[config.mk]
export PLATFORM = sky130hd
export DESIGN_NAME = comfort_ctrl_param
export DESIGN_NICKNAME = d
export VERILOG_FILES = /design/src/rtl/comfort_ctrl_param.sv
export SDC_FILE = /design/constraint.sdc
export NUM_CORES = 1
export LEC_CHECK = 0
export BUFFER_PORTS_ARGS = -buffer_cell sky130_fd_sc_hd__buf_4
export CORE_MARGIN = 3
export CORE_UTILIZATION = 30
export DETAILED_ROUTE_END_ITERATION = 8
export PLACE_DENSITY_LB_ADDON = 0.05
export SETUP_SLACK_MARGIN = 0.15
export SLEW_MARGIN = 20
export SYNTH_ARGS = -nofsm -noshare
export SYNTH_HDL_FRONTEND = slang
export SYNTH_SLANG_ARGS = --single-unit
export TNS_END_PERCENT = 5
[constraint.sdc]
create_clock -name clk -period 3.67 [get_ports clk]
set_input_delay 0.1835 -clock clk [delete_from_list [all_inputs] [get_ports clk]]
set_output_delay 0.1835 -clock clk [all_outputs]
set_load 0.05 [all_outputs]
[src/rtl/comfort_ctrl_param.sv]
// Occupancy-aware climate/lighting controller for one zone with hysteresis, vacancy timeout and minimum run time.
// Optional setback control while vacant is enabled by defining COMFORT_ECO_EN.
module comfort_ctrl_param #(
  parameter int SENSE_W     = 8,
  parameter int T_LOW       = 15,
  parameter int T_HIGH      = 30,
  parameter int T_HYST      = 2,
  parameter int LUX_LOW     = 15,
  parameter int LUX_HYST    = 2,
  parameter int VACANCY_CYC = 1000,
  parameter int MIN_RUN_CYC = 100,
  parameter int ECO_DELTA   = 5
) (
  input  logic               clk,
  input  logic               reset,
  input  logic               sample_valid_i,
  input  logic               motion_i,
  input  logic [SENSE_W-1:0] temp_i,
  input  logic [SENSE_W-1:0] lux_i,
  output logic               heater_o,
  output logic               cooler_o,
  output logic               light_high_o,
  output logic               occupied_o,
  output logic [1:0]         state_o
);

  localparam int VW = $clog2(VACANCY_CYC + 1);
  localparam int RW = $clog2(MIN_RUN_CYC + 1);

  if ((T_LOW + T_HYST >= T_HIGH - T_HYST) || (ECO_DELTA < 0) ||
      (VACANCY_CYC < 1) || (MIN_RUN_CYC < 1)) begin : g_bad_params
    $error("comfort_ctrl_param: illegal parameter combination");
  end

  typedef enum logic [1:0] {
    VACANT = 2'd0,
    IDLE   = 2'd1,
    HEAT   = 2'd2,
    COOL   = 2'd3
  } state_t;

  state_t            state_q, state_d;
  logic [SENSE_W-1:0] temp_q, temp_d, lux_q, lux_d;
  logic [VW-1:0]     vac_cnt_q, vac_cnt_d;
  logic [RW-1:0]     run_cnt_q, run_cnt_d;
  logic              occ_q, occ_d, light_q, light_d;
  logic              heat_done, cool_done;
  int                t_val, l_val;

  always_ff @(posedge clk or posedge reset) begin
    if (reset) begin
      state_q   <= VACANT;
      temp_q    <= SENSE_W'((T_LOW + T_HIGH) / 2);
      lux_q     <= '1;
      vac_cnt_q <= '0;
      run_cnt_q <= '0;
      occ_q     <= 1'b0;
      light_q   <= 1'b0;
    end else begin
      state_q   <= state_d;
      temp_q    <= temp_d;
      lux_q     <= lux_d;
      vac_cnt_q <= vac_cnt_d;
      run_cnt_q <= run_cnt_d;
      occ_q     <= occ_d;
      light_q   <= light_d;
    end
  end

  // Sensor capture and occupancy timer; motion wins over expiry.
  always_comb begin
    temp_d    = sample_valid_i ? temp_i : temp_q;
    lux_d     = sample_valid_i ? lux_i  : lux_q;
    occ_d     = occ_q;
    vac_cnt_d = vac_cnt_q;
    if (motion_i) begin
      occ_d     = 1'b1;
      vac_cnt_d = VW'(VACANCY_CYC - 1);
    end else if (vac_cnt_q == '0) begin
      occ_d = 1'b0;
    end else begin
      vac_cnt_d = vac_cnt_q - 1'b1;
    end
  end

  always_comb begin
    state_d   = state_q;
    run_cnt_d = (run_cnt_q != '0) ? run_cnt_q - 1'b1 : '0;
    t_val     = int'(temp_q);
`ifdef COMFORT_ECO_EN
    heat_done = occ_q ? (t_val >= T_LOW + T_HYST)  : (t_val >= T_LOW - ECO_DELTA + T_HYST);
    cool_done = occ_q ? (t_val <= T_HIGH - T_HYST) : (t_val <= T_HIGH + ECO_DELTA - T_HYST);
`else
    heat_done = !occ_q || (t_val >= T_LOW + T_HYST);
    cool_done = !occ_q || (t_val <= T_HIGH - T_HYST);
`endif
    case (state_q)
      VACANT: begin
        if (occ_q) state_d = IDLE;
`ifdef COMFORT_ECO_EN
        else if (t_val < T_LOW - ECO_DELTA)  state_d = HEAT;
        else if (t_val > T_HIGH + ECO_DELTA) state_d = COOL;
`endif
      end
      IDLE: begin
        if (!occ_q)              state_d = VACANT;
        else if (t_val < T_LOW)  state_d = HEAT;
        else if (t_val > T_HIGH) state_d = COOL;
      end
      HEAT: if (run_cnt_q == '0 && heat_done) state_d = occ_q ? IDLE : VACANT;
      COOL: if (run_cnt_q == '0 && cool_done) state_d = occ_q ? IDLE : VACANT;
      default: state_d = VACANT;
    endcase
    // Minimum run time starts on the edge that enters an active state.
    if ((state_d == HEAT || state_d == COOL) && state_d != state_q)
      run_cnt_d = RW'(MIN_RUN_CYC - 1);
  end

  always_comb begin
    light_d = light_q;
    l_val   = int'(lux_q);
    if (!occ_q)                            light_d = 1'b0;
    else if (l_val < LUX_LOW)              light_d = 1'b1;
    else if (l_val >= LUX_LOW + LUX_HYST)  light_d = 1'b0;
  end

  assign heater_o     = (state_q == HEAT);
  assign cooler_o     = (state_q == COOL);
  assign light_high_o = light_q;
  assign occupied_o   = occ_q;
  assign state_o      = state_q;

endmodule
==> qor.yml, run 1 <==
status:
  outcome: "complete, no violations"
setup_path:
  crit_path_top_delay_cell: "sky130_fd_sc_hd__nor4b_1"
  timing.critical_path.arrival_ps: 2230
  critPathRequiredTime_ps: 3850
  worstSetupPathType: "flip-flop to flip-flop"
  critPathLaunchType: "flip-flop"
  timing.critical_path.to_type: "flip-flop"
  critical_path.max_stage_delay_ps: 520
  reg2reg_depth: 6
  critical_path.max_fanout: 5
  crit_path_cell_trace: "inv_1 > ha_1 > nor4b_1 > and3_1 > nor2_1 > a211o_2"
logic_synthesis:
  ys.flop_type: "sky130_fd_sc_hd__dfrtp_1"
  synth_edf_count: 0
  mappedNetlistNets: 174
  post_synth_instance_area_sq_um: 1740
  yosysWarnings: 0
  count_of_state_elements_after_synthesis: 37
  asr_flop_ratio_synth_pct: 100
  synth.yosys.seq_area_share_pct: 54.0
  synth.avg_cell_area_sq_um: 11.5
  postSynthCellCount: 152
  synth_cell_type_count: 38
die:
  coreArea_sq_um: 5570
  dieArea_sq_um: 6750
  die_width_um: 82.2
  num_io_pins: 26
  initial_utilization_pct: 31.2
  num_rows: 27
  chipHeight_um: 82.2
pwr:
  seq_power_share_pct: 47.9
  power.share.switching_pct: 31.9
  power_mw: 1.14
  power.density_cell_area_nw_per_um2: 541
  leakage_nw: 0.861
  switchingPower_mw: 0.364
  p_clk_share_pct: 25.7
  pwr-share-comb_pct: 26.4
  power.ir.vdd_worst_uv: 216
  cellInternalPower_mw: 0.777
global_route:
  first_global_vias: 1243
  grt_first_pass_wirelength_um: 5990
  grt_max_degree: 28
  groute.usage.overall_pct: 11.8
  antenna_found_initial: 0
  globalRouteOverflowTotal: 0
cts:
  clock_latency_reported_for_the_late_side_of_the_worst_skew_pair_ps: 290
  ctsLongestPathBuffers: 2
  cts_buffers: 5
  postCtsSetupRepairBufs: 0
  h-tree-depth: 2
  clock-sinks: 37
  hold_buffers: 1
  clk_pin_slew_ps: 70
  clock_tree_from_tritoncts: "done"
  cts_root_buffer: "sky130_fd_sc_hd__clkbuf_8"
  postCtsResizedCells: 0
drt:
  first_pass_iteration_count_of_the_detailed_router: 4
  detail-route-antenna-nets: 0
  route.vias.total: 1220
  1st_iter_drt_viols: 51
  route.detailed.drc: 0
  wirelength_um: 3540
  route.detailed.vias_per_inst: 4.78
  detail_route.wl_per_cell_um: 13.9
sta:
  timing.fmax_mhz: 487
  final_critical_path_setup_slack_ps: 1610
  report.final.setup_viol: 0
  final_min_period_over_clock_period_pct: 56.0
  rsz0062_at_grt: "no"
  worst-slew-pin-transition_ps: 937
  totalNegativeSetupSlack_ps: 0
  post-route-min-period_ps: 2060
  report.final.slew_viol_count: 0
  slew_headroom_pct: 37.2
  hold_viol_final: 0
  fin_skew_ps: 7.02
placement:
  place.gp.congestion: 0.772
  place_worst_setup_slack_ps: 1640
  dpl.cell_count: 246
  dp_hpwl_um: 2550
  port-buffer-count: 25
hold_path:
  timing.hold.worst.class: "input port to flip-flop"
  holdPathStages: 2
final_layout:
  layoutNonFillerInstCount: 255
  layout.nets: 204
  antenna-diode-count: 0
  layout-drive-gt1-share_pct: 35.0
  layout_area_growth_over_synthesis_pct: 21.3
flow_run:
  max_cap_viol_count: 0
## final cells by class
type                       instances  area [sq um]
tap                               72          90.1
timing repair buffer              27           205
multi-input combinational        104           759
sequential                        37           940
inverter                           7          26.3
clock buffer                       8          90.1
fill                             557          3460
## worst max-delay path, delay by kind of cell, from the launching register on
family	cells	cell delay (ps)
simple gates	3	920
compound gates	1	300
buf+inv	1	100
flops	1	410
fa+ha+maj	1	230
## path summary, 6_finish.rpt
kind,slack [ps],endpoint,from
max in group asynchronous,2480,lux_q[4],reset
min in group asynchronous,440,run_cnt_q[2],reset
min reg2reg,490,run_cnt_q[6],run_cnt_q[6]
min,130,temp_q[0],temp_i[0]
max reg2reg,1610,vac_cnt_q[1],vac_cnt_q[0]
max,1610,vac_cnt_q[1],vac_cnt_q[0]
## routing by layer
metal	track usage, %	share of wire (%)	up-vias
li1	-	-	612
met1	16.3	50	576
met2	16.6	44	30
met3	4.56	5.7	2
met4	3.99	0.71	0
met5	0	0	-
## Yosys cell counts, drive strengths merged (5+ instances only)
| library cell | instances | area, sq um |
|---|---|---|
| dfrtp | 26 | 651 |
| nand2 | 11 | 41.3 |
| nor3 | 8 | 40.0 |
| inv | 7 | 26.3 |
| dfstp | 11 | 289 |
| a21oi | 5 | 25.0 |
| a211o | 5 | 45.0 |
| mux2 | 16 | 180 |
| nor2 | 6 | 22.5 |
## flip-flops by register name, summed over array words and instances, names as in the netlist
register and count:
occupied_o 1, vac_cnt_q 10, temp_q 8, run_cnt_q 7, lux_q 8, light_high_o 1
state_o 2
## kinds of logic (layout without fill, tap and decap cells)
logic type	after synthesis	after routing	share of synthesized area (%)
compound gates	31	31	13.2
xor+xnor	6	6	3.02
fa+ha+maj	2	2	1.44
buf+inv	11	42	2.37
flops	37	37	54.0
mux	16	16	10.4
simple gates	49	49	15.7
## power groups by stage
stage / combinational, mW / clock (mW) / sequential, mW
2_1_floorplan: 0.209 / 0 / 0.560
3_3_place_gp: 0.303 / 0 / 0.550
3_5_place_dp: 0.304 / 0 / 0.553
4_1_cts: 0.306 / 0.304 / 0.546
5_1_grt: 0.342 / 0.322 / 0.558
6_report: 0.302 / 0.293 / 0.547
## metrics by stage
stage / cell area (sq um) / hold slack (ps) / utilization [%]
after floorplan: 1740 / 301 / -
after global placement: 2010 / 205 / 36.1
after detailed placement: 2010 / 213 / 36.1
after CTS: 2110 / 119 / 37.9
after global routing: 2110 / 114 / 37.9
final: 2110 / 129 / 37.9
## placed cells by master (no fill, tap or decap), drive strengths merged, types with 2 or more instances in the layout
cell type  instances
a211o              5
a211oi             3
a21o               4
a21oi              5
and2               2
and3               2
buf               26
clkbuf             8
dfrtp             26
dfstp             11
ha                 2
inv                7
mux2              16
nand2             11
nand2b             2
nand3              4
nor2               6
nor2b              3
nor3               8
nor3b              2
nor4b              3
o21ai              4
o21bai             2
o41ai              2
or4                2
xnor2              4
xor2               2
Note: power is estimated with default switching activity, not from simulation.
==> inputs of run 2 (changes only) <==
- clock period: 3.67 -> 2.1 ns (I/O delays scaled with it)
==> run 2 against run 1 <==
Worst hold slack lost 78 ps. Die area did not move. Cell count is 1.6% higher. Power grew 77%. Sequential cell count unchanged. Critical path type unchanged. Largest power group unchanged. Highest routed layer unchanged.
==> qor.yml, run 2 (synthesis gave the netlist of run 1 again) <==
die:
  num_rows: 27  # unchanged
  coreArea_sq_um: 5570  # unchanged
  num_io_pins: 26  # unchanged
  die_width_um: 82.2  # unchanged
  initial_utilization_pct: 31.2  # unchanged
  chipHeight_um: 82.2  # unchanged
  dieArea_sq_um: 6750  # unchanged
drt:
  detail_route.wl_per_cell_um: 12.8  # -7.6%
  wirelength_um: 3320  # -6.2%
  route.detailed.drc: 0  # unchanged
  route.vias.total: 1244  # +2.0%
  first_pass_iteration_count_of_the_detailed_router: 4  # unchanged
  1st_iter_drt_viols: 23  # -55%
  route.detailed.vias_per_inst: 4.80  # +0.39%
  detail-route-antenna-nets: 0  # unchanged
final_layout:
  antenna-diode-count: 0  # unchanged
  registers_with_the_most_flip_flops: "vac_cnt_q (10), lux_q (8), temp_q (8)"
  largest_register_ffs: 10  # unchanged
  layout.nets: 208  # +2.0%
  layout-drive-gt1-share_pct: 37.4  # +2.5 points
  layout.cells.most_common: "sky130_fd_sc_hd__buf_4"
  filler_cell_count: 574  # +3.1%
  final_cell_mix: "sky130_fd_sc_hd__buf_4, sky130_fd_sc_hd__dfrtp_1, sky130_fd_sc_hd__mux2_2, sky130_fd_sc_hd__nand2_1, sky130_fd_sc_hd__dfstp_2"
  regMostFlops: "vac_cnt_q"
  layout_area_growth_over_synthesis_pct: 23.7
cts:
  clock_latency_reported_for_the_late_side_of_the_worst_skew_pair_ps: 280  # about the same
  ctsLongestPathBuffers: 2  # unchanged
  clock-sinks: 37  # unchanged
  clk_pin_slew_ps: 70  # about the same
  h-tree-depth: 2  # unchanged
  cts_buffers: 5  # unchanged
  hold_buffers: 1  # unchanged
  cts_root_buffer: "sky130_fd_sc_hd__clkbuf_8"
  postCtsSetupRepairBufs: 0  # unchanged
  clock_tree_from_tritoncts: "done"
  postCtsResizedCells: 0  # unchanged
sta:
  holdWs_ps: 50.4  # -78.1 ps
  final_critical_path_setup_slack_ps: 249  # -1370 ps
  post-route-min-period_ps: 1850  # -204 ps
  slew_headroom_pct: 68.3  # +31 points
  report.final.setup_viol: 0  # unchanged
  totalNegativeSetupSlack_ps: 0  # unchanged
  worst-slew-pin-transition_ps: 471  # -466 ps
  rsz0062_at_grt: "no"
  hold_viol_final: 0  # unchanged
  report.final.slew_viol_count: 0  # unchanged
  final_min_period_over_clock_period_pct: 88.1  # +32 points
  fin_skew_ps: 2.72  # -4.30 ps
  timing.fmax_mhz: 540  # +11%
setup_path:
  timing.critical_path.buf_inv: 1  # unchanged
  critical_path.top_delay_family: "simple AND/OR/NAND/NOR gates"
  crit_path_top_delay_cell: "sky130_fd_sc_hd__dfrtp_1"
  critical_path.max_stage_delay_ps: 400  # -120 ps
  crit_path_cell_trace: "inv_1 > ha_1 > nor4b_1 > and3_1 > nor2_1 > a211o_2"
  critPathLaunchType: "flip-flop"
  worstSetupPathType: "flip-flop to flip-flop"
  critPathRequiredTime_ps: 2270  # -1580 ps
  timing.critical_path.arrival_ps: 2020  # -210 ps
  timing.critical_path.to_type: "flip-flop"
  critical_path.max_fanout: 5  # unchanged
hold_path:
  timing.hold.worst.class: "input port to flip-flop"
pwr:
  leakage_nw: 0.891  # +3.5%
  power.density_cell_area_nw_per_um2: 938  # +73%
  power_mw: 2.02  # +77%
  power.ir.vdd_worst_uv: 294  # +36%
global_route:
  global_route.usage.met2_pct: 15.7  # -0.97 points
  globalRouteOverflowTotal: 0  # unchanged
  first_global_vias: 1154  # -7.2%
  global_route.usage.met3_pct: 3.80  # -0.76 points
  use_met1_pct: 15.3  # -1.0 points
  groute.usage.overall_pct: 11.0  # -0.73 points
  antenna_found_initial: 0  # unchanged
  grt_max_degree: 38  # +36%
  grt_first_pass_wirelength_um: 5560  # -7.1%
  globalRoute.busiestLayer: "met2"
placement:
  dp_hpwl_um: 2370  # -7.0%
  port-buffer-count: 25  # unchanged
  place_worst_setup_slack_ps: 283  # -1360 ps
  place.gp.congestion: 0.762  # -1.3%
status:
  outcome: "complete, no violations"
flow_run:
  max_cap_viol_count: 0  # unchanged
run 2: changes by cell type in the layout (fill, tap and decap cells not counted):
| cell | previous run | this run |
|---|---|---|
| sky130_fd_sc_hd__buf_4 | 26 | 30 |
| sky130_fd_sc_hd__clkbuf_1 | 2 | 0 |
| sky130_fd_sc_hd__clkbuf_8 | 6 | 7 |
| sky130_fd_sc_hd__clkinv_2 | 0 | 1 |
run 2: worst paths after layout:
path	from	to	slack [ps]	cells past startpoint
setup / recovery	vac_cnt_q[0]	vac_cnt_q[1]	250	6
hold / removal	temp_i[4]	temp_q[4]	50	2
setup reg to reg	vac_cnt_q[0]	vac_cnt_q[1]	250	6
hold reg to reg	run_cnt_q[6]	run_cnt_q[6]	500	1
max in group asynchronous	reset	temp_q[1]	1250	4
min in group asynchronous	reset	run_cnt_q[3]	490	4
run 2: worst register-to-register path: stages (launching register included):
cell	delay [ps]
sky130_fd_sc_hd__dfrtp_1	400
sky130_fd_sc_hd__inv_1	100
sky130_fd_sc_hd__ha_1	220
sky130_fd_sc_hd__nor4b_1	370
sky130_fd_sc_hd__and3_1	310
sky130_fd_sc_hd__nor2_1	60
sky130_fd_sc_hd__a211o_2	290
run 2: where the power goes:
part | switching (mW) | total (mW) | internal, mW | leakage (nW)
Sequential | 0.0990 | 0.949 | 0.850 | 0.399
Clock | 0.241 | 0.538 | 0.296 | 0.0542
Combinational | 0.283 | 0.532 | 0.249 | 0.438
Total | 0.623 | 2.02 | 1.40 | 0.891
run 2: final cells by class:
type / instances / area [sq um] / share of cell area [%]
sequential: 37 / 940 / 43.7
clock buffer: 7 / 96.3 / 4.48
tap: 72 / 90.1 / 4.19
inverter: 7 / 26.3 / 1.22
clock inverter: 1 / 5.00 / 0.233
timing repair buffer: 31 / 235 / 10.9
multi-input combinational: 104 / 759 / 35.3
run 2: routing by layer:
layer	part of all wire, %	routed length [um]
met1	50	1660
met2	43	1440
met3	4.8	160
met4	1.5	51
met5	0	0
run 2: stage by stage:
step | area, sq um | cells | util [%]
detailed placement | 2040 | 250 | 36.6
CTS | 2150 | 259 | 38.6
floorplan | 1740 | 152 | -
global route | 2150 | 259 | 38.6
finish | 2150 | 259 | 38.6
global placement | 2040 | 250 | 36.6
